$ cat config.mk
export PLATFORM = sky130hd
export DESIGN_NAME = nw_alignment_reader_flat
export DESIGN_NICKNAME = d
export VERILOG_FILES = /design/src/rtl/nw_alignment_reader_if.sv /design/src/rtl/nw_alignment_reader.sv /design/src/flat_wrapper.sv
export SDC_FILE = /design/constraint.sdc
export NUM_CORES = 1
export LEC_CHECK = 0
export CORE_ASPECT_RATIO = 1.5
export CORE_MARGIN = 2
export CORE_UTILIZATION = 57
export CTS_CLUSTER_SIZE = 24
export DETAILED_ROUTE_END_ITERATION = 10
export PLACE_DENSITY = 0.86
export SLEW_MARGIN = 25
export SYNTH_ARGS = -nofsm -noshare
export SYNTH_HDL_FRONTEND = slang
export SYNTH_SLANG_ARGS = --single-unit
$ cat constraint.sdc
create_clock -name clk -period 9.6 [get_ports clk]
set_input_delay 0.96 -clock clk [delete_from_list [all_inputs] [get_ports clk]]
set_output_delay 0.96 -clock clk [all_outputs]
set_load 0.01 [all_outputs]
$ cat src/rtl/nw_alignment_reader_if.sv
// Alignment column stream between the NW traceback reader and its consumer.
// Latency: none, wires only.
// Backpressure: the column is held while col_valid && !col_ready.
// Ports: col_valid/col_ready handshake; col_c1/col_c2 characters; col_gap1/col_gap2 gap flags;
//        col_last marks the (0,0) column.
interface nw_alignment_reader_if #(
    parameter int CWIDTH = 2
) ();
    logic              col_valid;
    logic              col_ready;
    logic [CWIDTH-1:0] col_c1;
    logic [CWIDTH-1:0] col_c2;
    logic              col_gap1;
    logic              col_gap2;
    logic              col_last;

    modport master (
        output col_valid, col_c1, col_c2, col_gap1, col_gap2, col_last,
        input  col_ready
    );

    modport slave (
        input  col_valid, col_c1, col_c2, col_gap1, col_gap2, col_last,
        output col_ready
    );
endinterface

$ cat src/rtl/nw_alignment_reader.sv
// Walks the NW traceback coordinate log ({x,y} words, (LENGTH-1,LENGTH-1) down to (0,0))
// and streams alignment columns end-of-strings first.
// Latency: first column valid 5 cycles after start (3 if the first entry is (0,0)); <=3 cycles between handshakes.
// Backpressure: column outputs are frozen while col_valid && !col_ready; no memory read is issued meanwhile.
// Ports: clk/reset (async, active-high); start pulse; s1/s2 strings; raddr/rdata read port of the
//        coordinate memory (1-cycle read latency); col stream (interface, master side);
//        busy/done/error status; col_count = columns emitted this run.
module nw_alignment_reader #(
    parameter int                LENGTH      = 10,
    parameter int                CWIDTH      = 2,
    parameter int                CORD_LENGTH = 8,
    parameter int                MEM_SIZE    = 9,
    parameter int                BYTE_SIZE   = 2*CORD_LENGTH,
    parameter logic [MEM_SIZE-1:0] BASE_ADDR = '0
) (
    input  logic                       clk,
    input  logic                       reset,
    input  logic                       start,
    input  logic [LENGTH*CWIDTH-1:0]   s1,
    input  logic [LENGTH*CWIDTH-1:0]   s2,
    output logic [MEM_SIZE-1:0]        raddr,
    input  logic [BYTE_SIZE-1:0]       rdata,
    nw_alignment_reader_if.master      col,
    output logic                       busy,
    output logic                       done,
    output logic                       error,
    output logic [CORD_LENGTH:0]       col_count
);

    localparam int MAX_ENTRIES = 2*LENGTH - 1;

    typedef enum logic [2:0] {
        IDLE, WAIT_CUR, LOAD_CUR, WAIT_NXT, LOAD_NXT, EMIT, DONE
    } state_t;

    state_t                 state;
    logic [BYTE_SIZE-1:0]   cur;
    logic [BYTE_SIZE-1:0]   nxt;
    logic [CORD_LENGTH:0]   entry_cnt;

    // Character lookup by coordinate; constant-indexed so it maps onto a plain mux.
    function automatic logic [CWIDTH-1:0] pick(input logic [LENGTH*CWIDTH-1:0] s,
                                               input logic [CORD_LENGTH-1:0]   idx);
        logic [CWIDTH-1:0] r;
        r = '0;
        for (int k = 0; k < LENGTH; k++) begin
            if (idx == CORD_LENGTH'(k)) r = s[k*CWIDTH +: CWIDTH];
        end
        return r;
    endfunction

    logic [CORD_LENGTH-1:0] cur_x, cur_y, rd_x, rd_y, dx, dy;
    logic                   range_ok, step_diag, step_top, step_left, overrun;

    assign cur_x = cur[BYTE_SIZE-1 -: CORD_LENGTH];
    assign cur_y = cur[CORD_LENGTH-1:0];
    assign rd_x  = rdata[BYTE_SIZE-1 -: CORD_LENGTH];
    assign rd_y  = rdata[CORD_LENGTH-1:0];
    assign dx    = cur_x - rd_x;
    assign dy    = cur_y - rd_y;

    assign range_ok  = (cur_x < CORD_LENGTH'(LENGTH)) && (cur_y < CORD_LENGTH'(LENGTH)) &&
                       (rd_x  < CORD_LENGTH'(LENGTH)) && (rd_y  < CORD_LENGTH'(LENGTH));
    assign step_diag = (dx == CORD_LENGTH'(1)) && (dy == CORD_LENGTH'(1));
    assign step_top  = (dx == '0)              && (dy == CORD_LENGTH'(1));
    assign step_left = (dx == CORD_LENGTH'(1)) && (dy == '0);
    // The entry being loaded now is number entry_cnt+1; a full-length walk must have hit (0,0) by then.
    assign overrun   = ((entry_cnt + (CORD_LENGTH+1)'(1)) >= (CORD_LENGTH+1)'(MAX_ENTRIES)) &&
                       (rdata != '0);

    always_ff @(posedge clk or posedge reset) begin
        if (reset) begin
            state         <= IDLE;
            raddr         <= '0;
            cur           <= '0;
            nxt           <= '0;
            entry_cnt     <= '0;
            col.col_valid <= 1'b0;
            col.col_c1    <= '0;
            col.col_c2    <= '0;
            col.col_gap1  <= 1'b0;
            col.col_gap2  <= 1'b0;
            col.col_last  <= 1'b0;
            busy          <= 1'b0;
            done          <= 1'b0;
            error         <= 1'b0;
            col_count     <= '0;
        end else begin
            done <= 1'b0;
            case (state)
                IDLE: begin
                    if (start) begin
                        raddr     <= BASE_ADDR;
                        error     <= 1'b0;
                        col_count <= '0;
                        entry_cnt <= '0;
                        busy      <= 1'b1;
                        state     <= WAIT_CUR;
                    end
                end

                WAIT_CUR: state <= LOAD_CUR;

                LOAD_CUR: begin
                    cur       <= rdata;
                    entry_cnt <= (CORD_LENGTH+1)'(1);
                    if (rdata == '0) begin
                        col.col_c1    <= pick(s1, '0);
                        col.col_c2    <= pick(s2, '0);
                        col.col_gap1  <= 1'b0;
                        col.col_gap2  <= 1'b0;
                        col.col_last  <= 1'b1;
                        col.col_valid <= 1'b1;
                        state         <= EMIT;
                    end else begin
                        raddr <= raddr + MEM_SIZE'(1);
                        state <= WAIT_NXT;
                    end
                end

                WAIT_NXT: state <= LOAD_NXT;

                LOAD_NXT: begin
                    nxt       <= rdata;
                    entry_cnt <= entry_cnt + (CORD_LENGTH+1)'(1);
                    if (!range_ok || overrun || !(step_diag || step_top || step_left)) begin
                        error <= 1'b1;
                        state <= DONE;
                    end else begin
                        // Left step consumes only s2, top step only s1.
                        col.col_c1    <= step_left ? '0 : pick(s1, cur_y);
                        col.col_c2    <= step_top  ? '0 : pick(s2, cur_x);
                        col.col_gap1  <= step_left;
                        col.col_gap2  <= step_top;
                        col.col_last  <= 1'b0;
                        col.col_valid <= 1'b1;
                        state         <= EMIT;
                    end
                end

                EMIT: begin
                    if (col.col_ready) begin
                        col_count <= col_count + (CORD_LENGTH+1)'(1);
                        if (col.col_last) begin
                            col.col_valid <= 1'b0;
                            state         <= DONE;
                        end else begin
                            cur <= nxt;
                            if (nxt == '0) begin
                                // (0,0) is already in hand: present it without another read.
                                col.col_c1    <= pick(s1, '0);
                                col.col_c2    <= pick(s2, '0);
                                col.col_gap1  <= 1'b0;
                                col.col_gap2  <= 1'b0;
                                col.col_last  <= 1'b1;
                                col.col_valid <= 1'b1;
                            end else begin
                                col.col_valid <= 1'b0;
                                raddr         <= raddr + MEM_SIZE'(1);
                                state         <= WAIT_NXT;
                            end
                        end
                    end
                end

                DONE: begin
                    busy  <= 1'b0;
                    done  <= !error;
                    state <= IDLE;
                end

                default: state <= IDLE;
            endcase
        end
    end

endmodule

$ cat src/flat_wrapper.sv
// flat-port wrapper written by rule: the top's interface ports become plain ports
module nw_alignment_reader_flat 
#(
    parameter int                LENGTH      = 10,
    parameter int                CWIDTH      = 2,
    parameter int                CORD_LENGTH = 8,
    parameter int                MEM_SIZE    = 9,
    parameter int                BYTE_SIZE   = 2*CORD_LENGTH,
    parameter logic [MEM_SIZE-1:0] BASE_ADDR = '0
)
  (clk, reset, start, s1, s2, raddr, rdata, busy, done, error, col_count, col_col_valid, col_col_c1, col_col_c2, col_col_gap1, col_col_gap2, col_col_last, col_col_ready);
  nw_alignment_reader_if #(.CWIDTH(CWIDTH)) col_i ();
  input  logic clk;
  input  logic reset;
  input  logic start;
  input  logic [LENGTH*CWIDTH-1:0] s1;
  input  logic [LENGTH*CWIDTH-1:0] s2;
  output logic [MEM_SIZE-1:0] raddr;
  input  logic [BYTE_SIZE-1:0] rdata;
  output logic busy;
  output logic done;
  output logic error;
  output logic [CORD_LENGTH:0] col_count;
  output wire logic [$bits(col_i.col_valid)-1:0] col_col_valid;
  output wire logic [$bits(col_i.col_c1)-1:0] col_col_c1;
  output wire logic [$bits(col_i.col_c2)-1:0] col_col_c2;
  output wire logic [$bits(col_i.col_gap1)-1:0] col_col_gap1;
  output wire logic [$bits(col_i.col_gap2)-1:0] col_col_gap2;
  output wire logic [$bits(col_i.col_last)-1:0] col_col_last;
  input wire logic [$bits(col_i.col_ready)-1:0] col_col_ready;
  assign col_col_valid = col_i.col_valid;
  assign col_col_c1 = col_i.col_c1;
  assign col_col_c2 = col_i.col_c2;
  assign col_col_gap1 = col_i.col_gap1;
  assign col_col_gap2 = col_i.col_gap2;
  assign col_col_last = col_i.col_last;
  assign col_i.col_ready = col_col_ready;
  nw_alignment_reader #(.LENGTH(LENGTH), .CWIDTH(CWIDTH), .CORD_LENGTH(CORD_LENGTH), .MEM_SIZE(MEM_SIZE), .BYTE_SIZE(BYTE_SIZE), .BASE_ADDR(BASE_ADDR)) u_core (.clk(clk), .reset(reset), .start(start), .s1(s1), .s2(s2), .raddr(raddr), .rdata(rdata), .col(col_i), .busy(busy), .done(done), .error(error), .col_count(col_count));
endmodule
==> summary by stage <==
Die
The total area inside the core boundary comes to 8058 um2. The top-level port count is 89. In this run the vertical extent of the chip is 116.1 um. The die covers 9142 um2. The width of the die is 78.74 um. The number of cell rows is 40. The initial utilization of the core area, before any placement, comes to 59.27%.

Worst hold path
The worst hold-check path type is flop to flop. The worst hold path stage count is 2.

Cells and area
The number of fill cells in the layout is 591. Once layout is complete, the utilization of the core stands at 75.02%. The most common cell after layout, fill and taps aside is sky130_fd_sc_hd__nand2_1. After routing the design area is 6045 um2. The antenna diode instance count is 0. The sequential cells in the finished layout cover a total of 1827 um2. Leaving out fill and tap cells, the most frequent cells in the layout are sky130_fd_sc_hd__nand2_1 (94), sky130_fd_sc_hd__clkdlybuf4s50_1 (88), sky130_fd_sc_hd__dfrtp_1 (73), sky130_fd_sc_hd__o21ai_0 (66), sky130_fd_sc_hd__nor2_1 (57).

The area of combinational cells with multiple inputs is 2764 um2. Cells with a size suffix above 1 make up 7.564% of the layout. The area added between synthesis and finish is 26.57%. At the end of the flow, the number of nets in the layout was 736.

The filler-free cell count of the finished design is 766.

Global route
met2 is the most crowded layer. Global routing finished with a remaining overflow of 0. The maximum number of pins on one net before global-route repair is 74. The number of global-route vias before repair came to 4763. For this run, the total global-route usage over all layers was measured as 31.83%. The initial antenna violation count was 0. Global routing used 36.71% of the available met1 tracks. The first global-routing pass estimated 22.42 mm of wire. In the global route stage, met2 resource usage came out at 55.04%.

The met3 global-route usage is 7.728%.

Critical path
For the worst setup path, the data required time is 9.82 ns. The largest individual stage delay along the critical path comes from the cell sky130_fd_sc_hd__or4_1. The worst register-to-register path has a depth of 9. The setup path with the least slack is of type input pin to flop. The type of element launching the critical path is an input pin.

In this run the worst path has a maximum fanout of 8. On the worst path, the slowest cell contributes a delay of 0.51 ns. The type of destination of the critical path is a flop.

The signal arrival time at the worst endpoint is 4.47 ns. The signal on the critical path passes through clkdlybuf4s50_1, inv_1, ha_1, and2_4, a221o_1, or4_1, a222oi_1, nand3_1, or2_1, a311o_2.

Route
For this run, design rule violations remaining after detail routing come to 0. The detailed router finished its first iteration with 503 violations. The remaining antenna violation count after routing is 0. The total number of vias is 4825.

The detail-routed net length per standard cell is 18.16 um. The detailed-routing iteration count for the pre-antenna-repair pass is 5. After detailed routing, the number of vias per cell comes to 6.299. The final layout contains routed wiring with a total length of 13.91 mm.

Clock network
The maximum clock path buffer count is 2. The number of sinks on the clock net is 73. For the worst-skew pair, the clock arrives at the later sink with an insertion delay of 0.34 ns. The H-tree was split into 3 levels. The quantity of gates resized following cts is 0. The number of buffers added for setup after CTS is 0.

The buffer cell driving the clock tree root is sky130_fd_sc_hd__clkbuf_16. In this run, post-CTS hold repair placed 0 buffers. TritonCTS built the clock tree. The number of buffers inserted during clock tree synthesis is 9. The clock slew seen by the registers of the worst setup and hold paths is 0.06 ns.

Logic synthesis
In the synthesized netlist the async set-or-reset flop fraction comes to 100.0%. The number of nets in the synthesized netlist is 656. The average size of a mapped cell is 8.291 um2. Summed over its instances, the top area cell type makes up 38.25% of the synthesized netlist area. The synthesized instance count is 576. The share of the yosys chip area belonging to registers is 38.25%. After synthesis, the netlist uses 63 different library cells. The count of synthesis-stage warnings from yosys is 0. Of all cell types, the one taking the most synthesized area is sky130_fd_sc_hd__dfrtp_1. Among all flip-flop cells after synthesis, the most frequent one is sky130_fd_sc_hd__dfrtp_1. The synthesized design contains 73 register bits. Yosys attributes the largest share of cell area to sky130_fd_sc_hd__dfrtp_1 (38%), sky130_fd_sc_hd__nand2_1 (7.4%), sky130_fd_sc_hd__o21ai_0 (6.9%).

The count of flip-flops with a built-in enable after synthesis is 0. The netlist area before placement is 4776 um2.

Placed design
Input and output buffers added on the ports amount to 88. The post-detailed-placement half-perimeter wirelength is 10.15 mm. After detailed placement, the design holds a cell count of 750. The final RePlAce weighted congestion is 0.9882. Summing all placed instances gives a cell area of 5746 um2.

STA
Headroom to the max-slew limit came out at 35.76%. The actual slew at the worst max-slew pin is 0.9636 ns. Static timing analysis puts the maximum clock frequency at 235.5 MHz. The minimum clock period after layout is 4.246 ns. The count of final setup violators is 0. The hold violation total from the final report is 0.

The worst path uses 44.23% of the clock period. The max-slew violation count came to 0. For the final database, setup skew stands at 0.005141 ns. Setup repair after global routing left no endpoint under its margin. The total negative slack is 0 ns.

Pwr
The combinational fraction of design power is 44.3%. For this design the ratio of total power to cell area is 263.0 nW/um2. For this design the total switching power over the nets is 0.6558 mW.

The peak ir drop on the vdd network is 0.1505 mV. The part of the total power dissipated in sequential elements is 35.0%. The switching fraction of total power is 41.26%.

The clock share of power is 20.7%. The total internal power is 0.9337 mW. The analysis attributes to cell leakage a power of 2.555 nW.

Run status
The flow ran to the end, and the final reports show no timing, DRC or antenna violations.

Job
The number of maximum-capacitance constraint violations is 0.
## cell families (layout without fill, tap and decap cells)
kind of cell               Yosys count  in the layout  share of synthesized area (%)
AOI/OAI and AO/OA                  153            153                          19.91
xor gates and xnor gates            19             19                          3.484
adders and majority gates           20             20                          5.554
buffers and inverters               51            136                          4.008
DFF                                 73             73                          38.25
muxes                               18             18                          5.057
and+or+nand+nor                    242            242                          23.74
## Yosys cell counts (4+ instances only)
library cell	n
sky130_fd_sc_hd__clkbuf_1	24
sky130_fd_sc_hd__mux2_2	9
sky130_fd_sc_hd__nor4_1	13
sky130_fd_sc_hd__mux4_2	4
sky130_fd_sc_hd__ha_1	18
sky130_fd_sc_hd__a21oi_1	22
sky130_fd_sc_hd__xor2_1	14
sky130_fd_sc_hd__o211ai_1	4
sky130_fd_sc_hd__or2_2	4
sky130_fd_sc_hd__dfrtp_1	73
sky130_fd_sc_hd__nand3_1	16
sky130_fd_sc_hd__nor2b_1	6
sky130_fd_sc_hd__mux2i_1	5
sky130_fd_sc_hd__xnor2_1	5
sky130_fd_sc_hd__nand2b_1	11
sky130_fd_sc_hd__nand2_1	94
sky130_fd_sc_hd__nand4_1	7
sky130_fd_sc_hd__nor2_1	57
sky130_fd_sc_hd__or3_1	4
sky130_fd_sc_hd__nor3_1	7
sky130_fd_sc_hd__and3_1	7
sky130_fd_sc_hd__a31oi_1	23
sky130_fd_sc_hd__o21ai_0	66
sky130_fd_sc_hd__inv_1	26
## power groups by stage
stage | Clock (mW) | Sequential [mW] | Combinational [mW]
floorplan | 0 | 0.495 | 0.511
global placement | 0 | 0.549 | 0.669
detailed placement | 0 | 0.555 | 0.690
CTS | 0.330 | 0.551 | 0.698
global route | 0.346 | 0.570 | 0.778
finish | 0.328 | 0.557 | 0.704
## per-layer routing
metal | wire length, um | part of all wire, %
met3 | 1073 | 7.7
met2 | 7130 | 51
met1 | 5154 | 37
met4 | 551 | 4.0
met5 | 0 | 0
## path summary, 6_finish.rpt
check                               start  slack [ns]                    to
max in group asynchronous           reset        8.02   u_core.entry_cnt[2]
max                              rdata[4]        5.35  u_core.col.col_valid
min reg2reg                u_core.nxt[13]        0.52        u_core.nxt[13]
min in group asynchronous           reset        1.10       u_core.raddr[3]
max reg2reg                 u_core.cur[0]        6.04  u_core.col.col_valid
min                        u_core.nxt[13]        0.52        u_core.nxt[13]
## worst max-delay path: cells and delay by family
family	cells	cell delay (ns)
buffers and inverters	2	0.57
adders and majority gates	1	0.36
and+or+nand+nor	4	1.38
AOI/OAI and AO/OA	3	1.20
## layout make-up
class | count | share of cell area (%)
timing repair buffer | 94 | 15.38
inverter | 26 | 1.615
tap | 105 | 2.173
multi-input combinational | 452 | 45.73
sequential | 73 | 30.22
clock inverter | 1 | 0.1242
clock buffer | 15 | 4.761
## per-stage QoR
stage               setup slack, ns  power, mW  hold slack (ns)
floorplan                     5.918      1.006           0.4679
global placement              5.168      1.217           0.4899
detailed placement            5.077      1.245           0.4978
CTS                           5.414      1.580           0.5200
global route                  5.253      1.694           0.5449
finish                        5.354      1.590           0.5198
## flip-flops by register name, indices dropped and copies added, names as in the netlist, 2 cells and up
| signal | cells |
|---|---|
| u_core.col.col_c1 | 2 |
| u_core.cur | 16 |
| u_core.col_count | 9 |
| u_core.state | 3 |
| u_core.entry_cnt | 9 |
| u_core.raddr | 9 |
| u_core.nxt | 16 |
| u_core.col.col_c2 | 2 |
(Power assumes the default switching activity.)
==> patch 1: new RTL, config.mk and constraints unchanged <==
Make the reset (`reset`) synchronous in one clocked block. Comments in the files are not updated.
--- a/src/rtl/nw_alignment_reader.sv
+++ b/src/rtl/nw_alignment_reader.sv
@@ -68,7 +68,7 @@
     assign overrun   = ((entry_cnt + (CORD_LENGTH+1)'(1)) >= (CORD_LENGTH+1)'(MAX_ENTRIES)) &&
                        (rdata != '0);
 
-    always_ff @(posedge clk or posedge reset) begin
+    always_ff @(posedge clk) begin
         if (reset) begin
             state         <= IDLE;
             raddr         <= '0;
Formal check against the unedited RTL: differs if reset is asserted again (counterexample within 4 cycles, from zero or initial values and one cycle with reset high); with reset held inactive, the same outputs for 10 cycles.
==> patch 1 against the original RTL <==
Synthesized cell count rose by 10%; final area is 1.0% lower; final cell count increased by 6.1%; worst setup slack improved by 0.14 ns; sequential cell count unchanged; clock skew rose by 0.0056 ns; synthesized area fell by 0.39%; critical path depth unchanged; fmax grew 3.5%; routed wire length fell by 5.0%; sequential share of layout area fell by 5.8 points; utilization fell by 0.78 points; via count increased by 4.5%; largest cell class unchanged.
Power is not compared: it rests on default switching activity, and its combinational part moved more than twofold at a synthesized area within 25%.
==> patch 1: results (changes against the original RTL) <==
<table>
<tr><th>Metric</th><th>Value</th></tr>
<tr><th colspan="2">Drt</th></tr>
<tr><td>Via Count</td><td>5,042 (+4.5%)</td></tr>
<tr><td>Final wirelength</td><td>13.2 mm (-5.0%)</td></tr>
<tr><th colspan="2">Critical path</th></tr>
<tr><td>WP data arrival</td><td>4.33 ns (-0.14 ns)</td></tr>
<tr><td>R2R cell count</td><td>10 (+1)</td></tr>
<tr><td>Critical-path cell with the highest stage delay</td><td>sky130_fd_sc_hd__nor4_1</td></tr>
<tr><td>Beginning of the worst register-to-register path</td><td>u_core.cur[8]$_SDFFE_PP0P_</td></tr>
<tr><td>Worst Setup SP</td><td>rdata[8]</td></tr>
<tr><th colspan="2">Placement</th></tr>
<tr><td>Final HPWL DP</td><td>9.67 mm (-4.7%)</td></tr>
<tr><td>Setup WS pre-CTS</td><td>5.27 ns (+0.190 ns)</td></tr>
<tr><td>Placed Cells</td><td>797 (+6.3%)</td></tr>
<tr><td>RePlAce Congestion</td><td>0.968 (-2.1%)</td></tr>
<tr><th colspan="2">Logic synthesis</th></tr>
<tr><td>Sequential-to-total area share from yosys stat</td><td>30.7% (-7.5 points)</td></tr>
<tr><td>Number of instances in the synthesized netlist</td><td>634 (+10%)</td></tr>
<tr><td>Synth top area cells</td><td>sky130_fd_sc_hd__dfxtp_1, sky130_fd_sc_hd__a21oi_1, sky130_fd_sc_hd__nor2_1</td></tr>
<tr><td>Number of nets produced by synthesis</td><td>714 (+8.8%)</td></tr>
<tr><td>Count of cell types in the netlist</td><td>64 (+1.6%)</td></tr>
<tr><td>Post-synth top cells</td><td>sky130_fd_sc_hd__nor2_1, sky130_fd_sc_hd__dfxtp_1, sky130_fd_sc_hd__nand2_1</td></tr>
<tr><td>Post-synth ARST share</td><td>0% (-100 points)</td></tr>
<tr><th colspan="2">Run status</th></tr>
<tr><td>Outcome</td><td>completed</td></tr>
<tr><th colspan="2">Global route</th></tr>
<tr><td>Wire length of the first global-routing pass</td><td>21.8 mm (-2.6%)</td></tr>
<tr><td>Met3 capacity usage during global routing</td><td>6.78% (-0.95 points)</td></tr>
<tr><td>Largest net degree at the start of global routing</td><td>73 (-1.4%)</td></tr>
<tr><td>Number of global-route vias before repair</td><td>4,813 (+1.0%)</td></tr>
<tr><td>Tot GR Track Use</td><td>30.2% (-1.7 points)</td></tr>
<tr><td>Met1 usage</td><td>31.0% (-5.7 points)</td></tr>
<tr><th colspan="2">STA</th></tr>
<tr><td>Worst-margin pin slew</td><td>0.846 ns (-0.117 ns)</td></tr>
<tr><td>Clock tree skew after final layout</td><td>0.0107 ns (+0.00556 ns)</td></tr>
<tr><th colspan="2">Layout</th></tr>
<tr><td>Fraction of layout cells with a size suffix above 1</td><td>5.51% (-2.1 points)</td></tr>
<tr><td>Final nets</td><td>783 (+6.4%)</td></tr>
</table>
## patch 1: where the power goes
part,internal [mW],switching [mW]
Combinational,0.0960,0.116
Sequential,0.316,0.0223
Clock,0.214,0.128
## patch 1: worst paths after layout
kind                                                    endpoint  slack, ns
worst min register to register       u_core.nxt[12]$_SDFFE_PP0P_       0.47
worst max-delay path            u_core.col.col_gap2$_SDFFE_PP0P_       5.50
worst min-delay path                 u_core.nxt[12]$_SDFFE_PP0P_       0.47
worst max register to register  u_core.col.col_gap2$_SDFFE_PP0P_       5.73
## patch 1: layout make-up
type                    count  area, um2
clock buffers              11        253
clock inverters             5       53.8
fillers                   646       2080
inverters                  28        105
multi-input cells         499       3070
flip-flops and latches     73       1460
well taps                 105        131
repair buffers             92        906
## patch 1: tightest hold or removal path, stage by stage, from the launching register on
cell and delay (ns):
sky130_fd_sc_hd__dfxtp_1 0.32, sky130_fd_sc_hd__nand2_1 0.05, sky130_fd_sc_hd__a21oi_1 0.05
## patch 1: kinds of logic after synthesis
logic type	after synthesis	synth area share (%)
mux	19	4.50
compound gates	178	23.6
xor+xnor	16	2.95
buf+inv	62	5.10
flops	73	30.7
simple gates	266	27.6
fa+ha+maj	20	5.58
## patch 1: routing by layer
layer  vias up  share of wire, %
li1       2416                 -
met1      2383                36
met2       200                54
met3        43               6.3
met4         0               3.3
met5         -                 0
## patch 1: metrics by stage
step | util (%) | hold slack [ns] | power (mW)
floorplan | - | 0.449 | 0.483
CTS | 74.2 | 0.474 | 0.890
global route | 74.2 | 0.504 | 0.933
detailed placement | 70.4 | 0.466 | 0.551
global placement | 70.3 | 0.458 | 0.543
finish | 74.2 | 0.474 | 0.892
==> patch 2: new RTL, config.mk and constraints unchanged <==
Made on the original files. `LENGTH` is set to 10 in 2 places; all go to 11.
--- a/src/rtl/nw_alignment_reader.sv
+++ b/src/rtl/nw_alignment_reader.sv
@@ -6,7 +6,7 @@
 //        coordinate memory (1-cycle read latency); col stream (interface, master side);
 //        busy/done/error status; col_count = columns emitted this run.
 module nw_alignment_reader #(
-    parameter int                LENGTH      = 10,
+    parameter int                LENGTH      = 11,
     parameter int                CWIDTH      = 2,
     parameter int                CORD_LENGTH = 8,
     parameter int                MEM_SIZE    = 9,
--- a/src/flat_wrapper.sv
+++ b/src/flat_wrapper.sv
@@ -1,7 +1,7 @@
 // flat-port wrapper written by rule: the top's interface ports become plain ports
 module nw_alignment_reader_flat 
 #(
-    parameter int                LENGTH      = 10,
+    parameter int                LENGTH      = 11,
     parameter int                CWIDTH      = 2,
     parameter int                CORD_LENGTH = 8,
     parameter int                MEM_SIZE    = 9,
Interface: changed (resized s1 and s2); port bits go from 89 to 93. The function was not compared with the original's and may differ.
==> patch 2 against the original RTL <==
Final cell count increased by 1.6%; worst setup slack better by 0.16 ns; clock power is 7.9% lower; fmax increased by 3.9%; sequential cell count did not move; utilization fell by 1.7 points; total power is 1.5% higher; die area increased by 2.9%; final area grew 2.0%; routed wire length shrank 0.96%; critical path depth shrank 2; synthesized area increased by 3.0%; largest power group unchanged.
==> patch 2: results (changes against the original RTL) <==
<table>
<tr><th>Metric</th><th>Value</th></tr>
<tr><th colspan="2">Run status</th></tr>
<tr><td>Outcome</td><td>completed</td></tr>
<tr><th colspan="2">Drt</th></tr>
<tr><td>Via-to-Cell Ratio</td><td>6.18 (-1.9%)</td></tr>
<tr><td>Final wirelength</td><td>13.8 mm (-0.96%)</td></tr>
<tr><td>Number of iterations in the first detailed-routing pass</td><td>7 (+2)</td></tr>
<tr><td>Starting DRC count in detailed routing</td><td>531 (+5.6%)</td></tr>
<tr><th colspan="2">Global route</th></tr>
<tr><td>Largest net degree at the start of global routing</td><td>74 (unchanged)</td></tr>
<tr><td>Number of global-route vias before repair</td><td>4,902 (+2.9%)</td></tr>
<tr><td>Tot GR Track Use</td><td>30.8% (-1.0 points)</td></tr>
<tr><td>Wire length of the first global-routing pass</td><td>22.8 mm (+1.8%)</td></tr>
<tr><th colspan="2">Placement</th></tr>
<tr><td>Cell area after placement</td><td>5900 um2 (+2.7%)</td></tr>
<tr><td>Port bufs</td><td>92 (+4.5%)</td></tr>
<tr><td>Final HPWL DP</td><td>10.4 mm (+2.3%)</td></tr>
<tr><td>RePlAce Congestion</td><td>1.00 (+1.5%)</td></tr>
<tr><th colspan="2">Power and ir drop</th></tr>
<tr><td>Static leakage</td><td>2.61 nW (+2.1%)</td></tr>
<tr><td>Worst vdd ir</td><td>197 uV (+31%)</td></tr>
<tr><td>Internal power contribution</td><td>920 uW (-1.4%)</td></tr>
<tr><th colspan="2">Layout</th></tr>
<tr><td>Post-route insts no fill</td><td>778 (+1.6%)</td></tr>
<tr><td>Final nets</td><td>751 (+2.0%)</td></tr>
<tr><td>Fraction of layout cells with a size suffix above 1</td><td>6.41% (-1.2 points)</td></tr>
<tr><th colspan="2">Logic synthesis</th></tr>
<tr><td>Number of nets produced by synthesis</td><td>670 (+2.1%)</td></tr>
<tr><td>Post-Syn Area per Cell</td><td>8.40 um2 (+1.3%)</td></tr>
<tr><td>Post-synth top cells</td><td>sky130_fd_sc_hd__nand2_1, sky130_fd_sc_hd__dfrtp_1, sky130_fd_sc_hd__o21ai_0</td></tr>
<tr><td>Sequential-to-total area share from yosys stat</td><td>37.1% (-1.1 points)</td></tr>
<tr><td>Count of cell types in the netlist</td><td>70 (+11%)</td></tr>
<tr><td>Synth top area cells</td><td>sky130_fd_sc_hd__dfrtp_1, sky130_fd_sc_hd__nand2_1, sky130_fd_sc_hd__o21ai_0</td></tr>
<tr><th colspan="2">Critical path</th></tr>
<tr><td>Largest fanout on the critical path</td><td>7 (-1)</td></tr>
<tr><td>Crit-path max cell delay</td><td>0.66 ns (+0.15 ns)</td></tr>
<tr><td>WP data arrival</td><td>4.31 ns (-0.16 ns)</td></tr>
<tr><th colspan="2">STA</th></tr>
<tr><td>Clock tree skew after final layout</td><td>0.00577 ns (+0.000629 ns)</td></tr>
<tr><td>Worst-margin pin slew</td><td>1.03 ns (+0.0674 ns)</td></tr>
</table>
[patch 2: area by class of cell]
cell class                 count  area, um2
multi-input combinational    456       2880
clock buffer                  12        246
sequential                    73       1830
tap                          107        134
fill                         635       2250
inverter                      31        116
clock inverter                 3       17.5
timing repair buffer          96        951
[patch 2: cell families after synthesis]
logic type,count (synthesis),synth area share [%]
compound gates,153,19.5
xor+xnor,17,3.03
fa+ha+maj,20,5.39
buf+inv,57,4.53
flops,73,37.1
mux,20,5.59
simple gates,246,24.9
[patch 2: final timing paths]
| path | endpoint | slack [ns] | from | cells past startpoint |
|---|---|---|---|---|
| worst min-delay path | u_core.col.col_valid$_DFFE_PP0P_ | 0.49 | u_core.col.col_valid$_DFFE_PP0P_ | 1 |
| worst min register to register | u_core.col.col_valid$_DFFE_PP0P_ | 0.49 | u_core.col.col_valid$_DFFE_PP0P_ | 1 |
| worst max register to register | u_core.col.col_gap1$_DFFE_PP0P_ | 6.02 | u_core.cur[8]$_DFFE_PP0P_ | 10 |
| min in group asynchronous | u_core.col_count[7]$_DFFE_PP0P_ | 1.22 | reset | 3 |
| worst max-delay path | u_core.col.col_gap1$_DFFE_PP0P_ | 5.51 | rdata[0] | 8 |
| max in group asynchronous | u_core.nxt[5]$_DFFE_PP0P_ | 7.78 | reset | 3 |
[patch 2: through the flow]
step | worst slack (ns) | utilization [%]
after detailed placement | 5.23 | 70.2
final | 5.51 | 73.3
after global placement | 5.34 | 70.2
after global routing | 5.33 | 73.3
after floorplan | 5.99 | -
after CTS | 5.56 | 73.3
[patch 2: power groups by stage]
stage / Combinational (mW) / Sequential [mW] / Clock (mW)
2_1_floorplan: 0.582 / 0.484 / 0
3_3_place_gp: 0.723 / 0.543 / 0
3_5_place_dp: 0.749 / 0.549 / 0
4_1_cts: 0.757 / 0.545 / 0.306
5_1_grt: 0.844 / 0.566 / 0.319
6_report: 0.764 / 0.548 / 0.302
[patch 2: worst max-delay path, delay by kind of cell]
kind / cells / cell delay [ns]
multiplexers: 1 / 0.34
AO/OA/AOI/OAI: 1 / 0.53
buffers and inverters: 1 / 0.53
AND/OR/NAND/NOR: 5 / 1.94
[patch 2: per-layer routing]
layer  GRT usage [%]  part of all wire [%]  up-vias
met4            17.6                   5.0        0
met2            53.6                    52      235
met1            34.4                    36     2266
met3            5.67                   6.6       44
li1                -                     -     2262
met5               0                     0        -
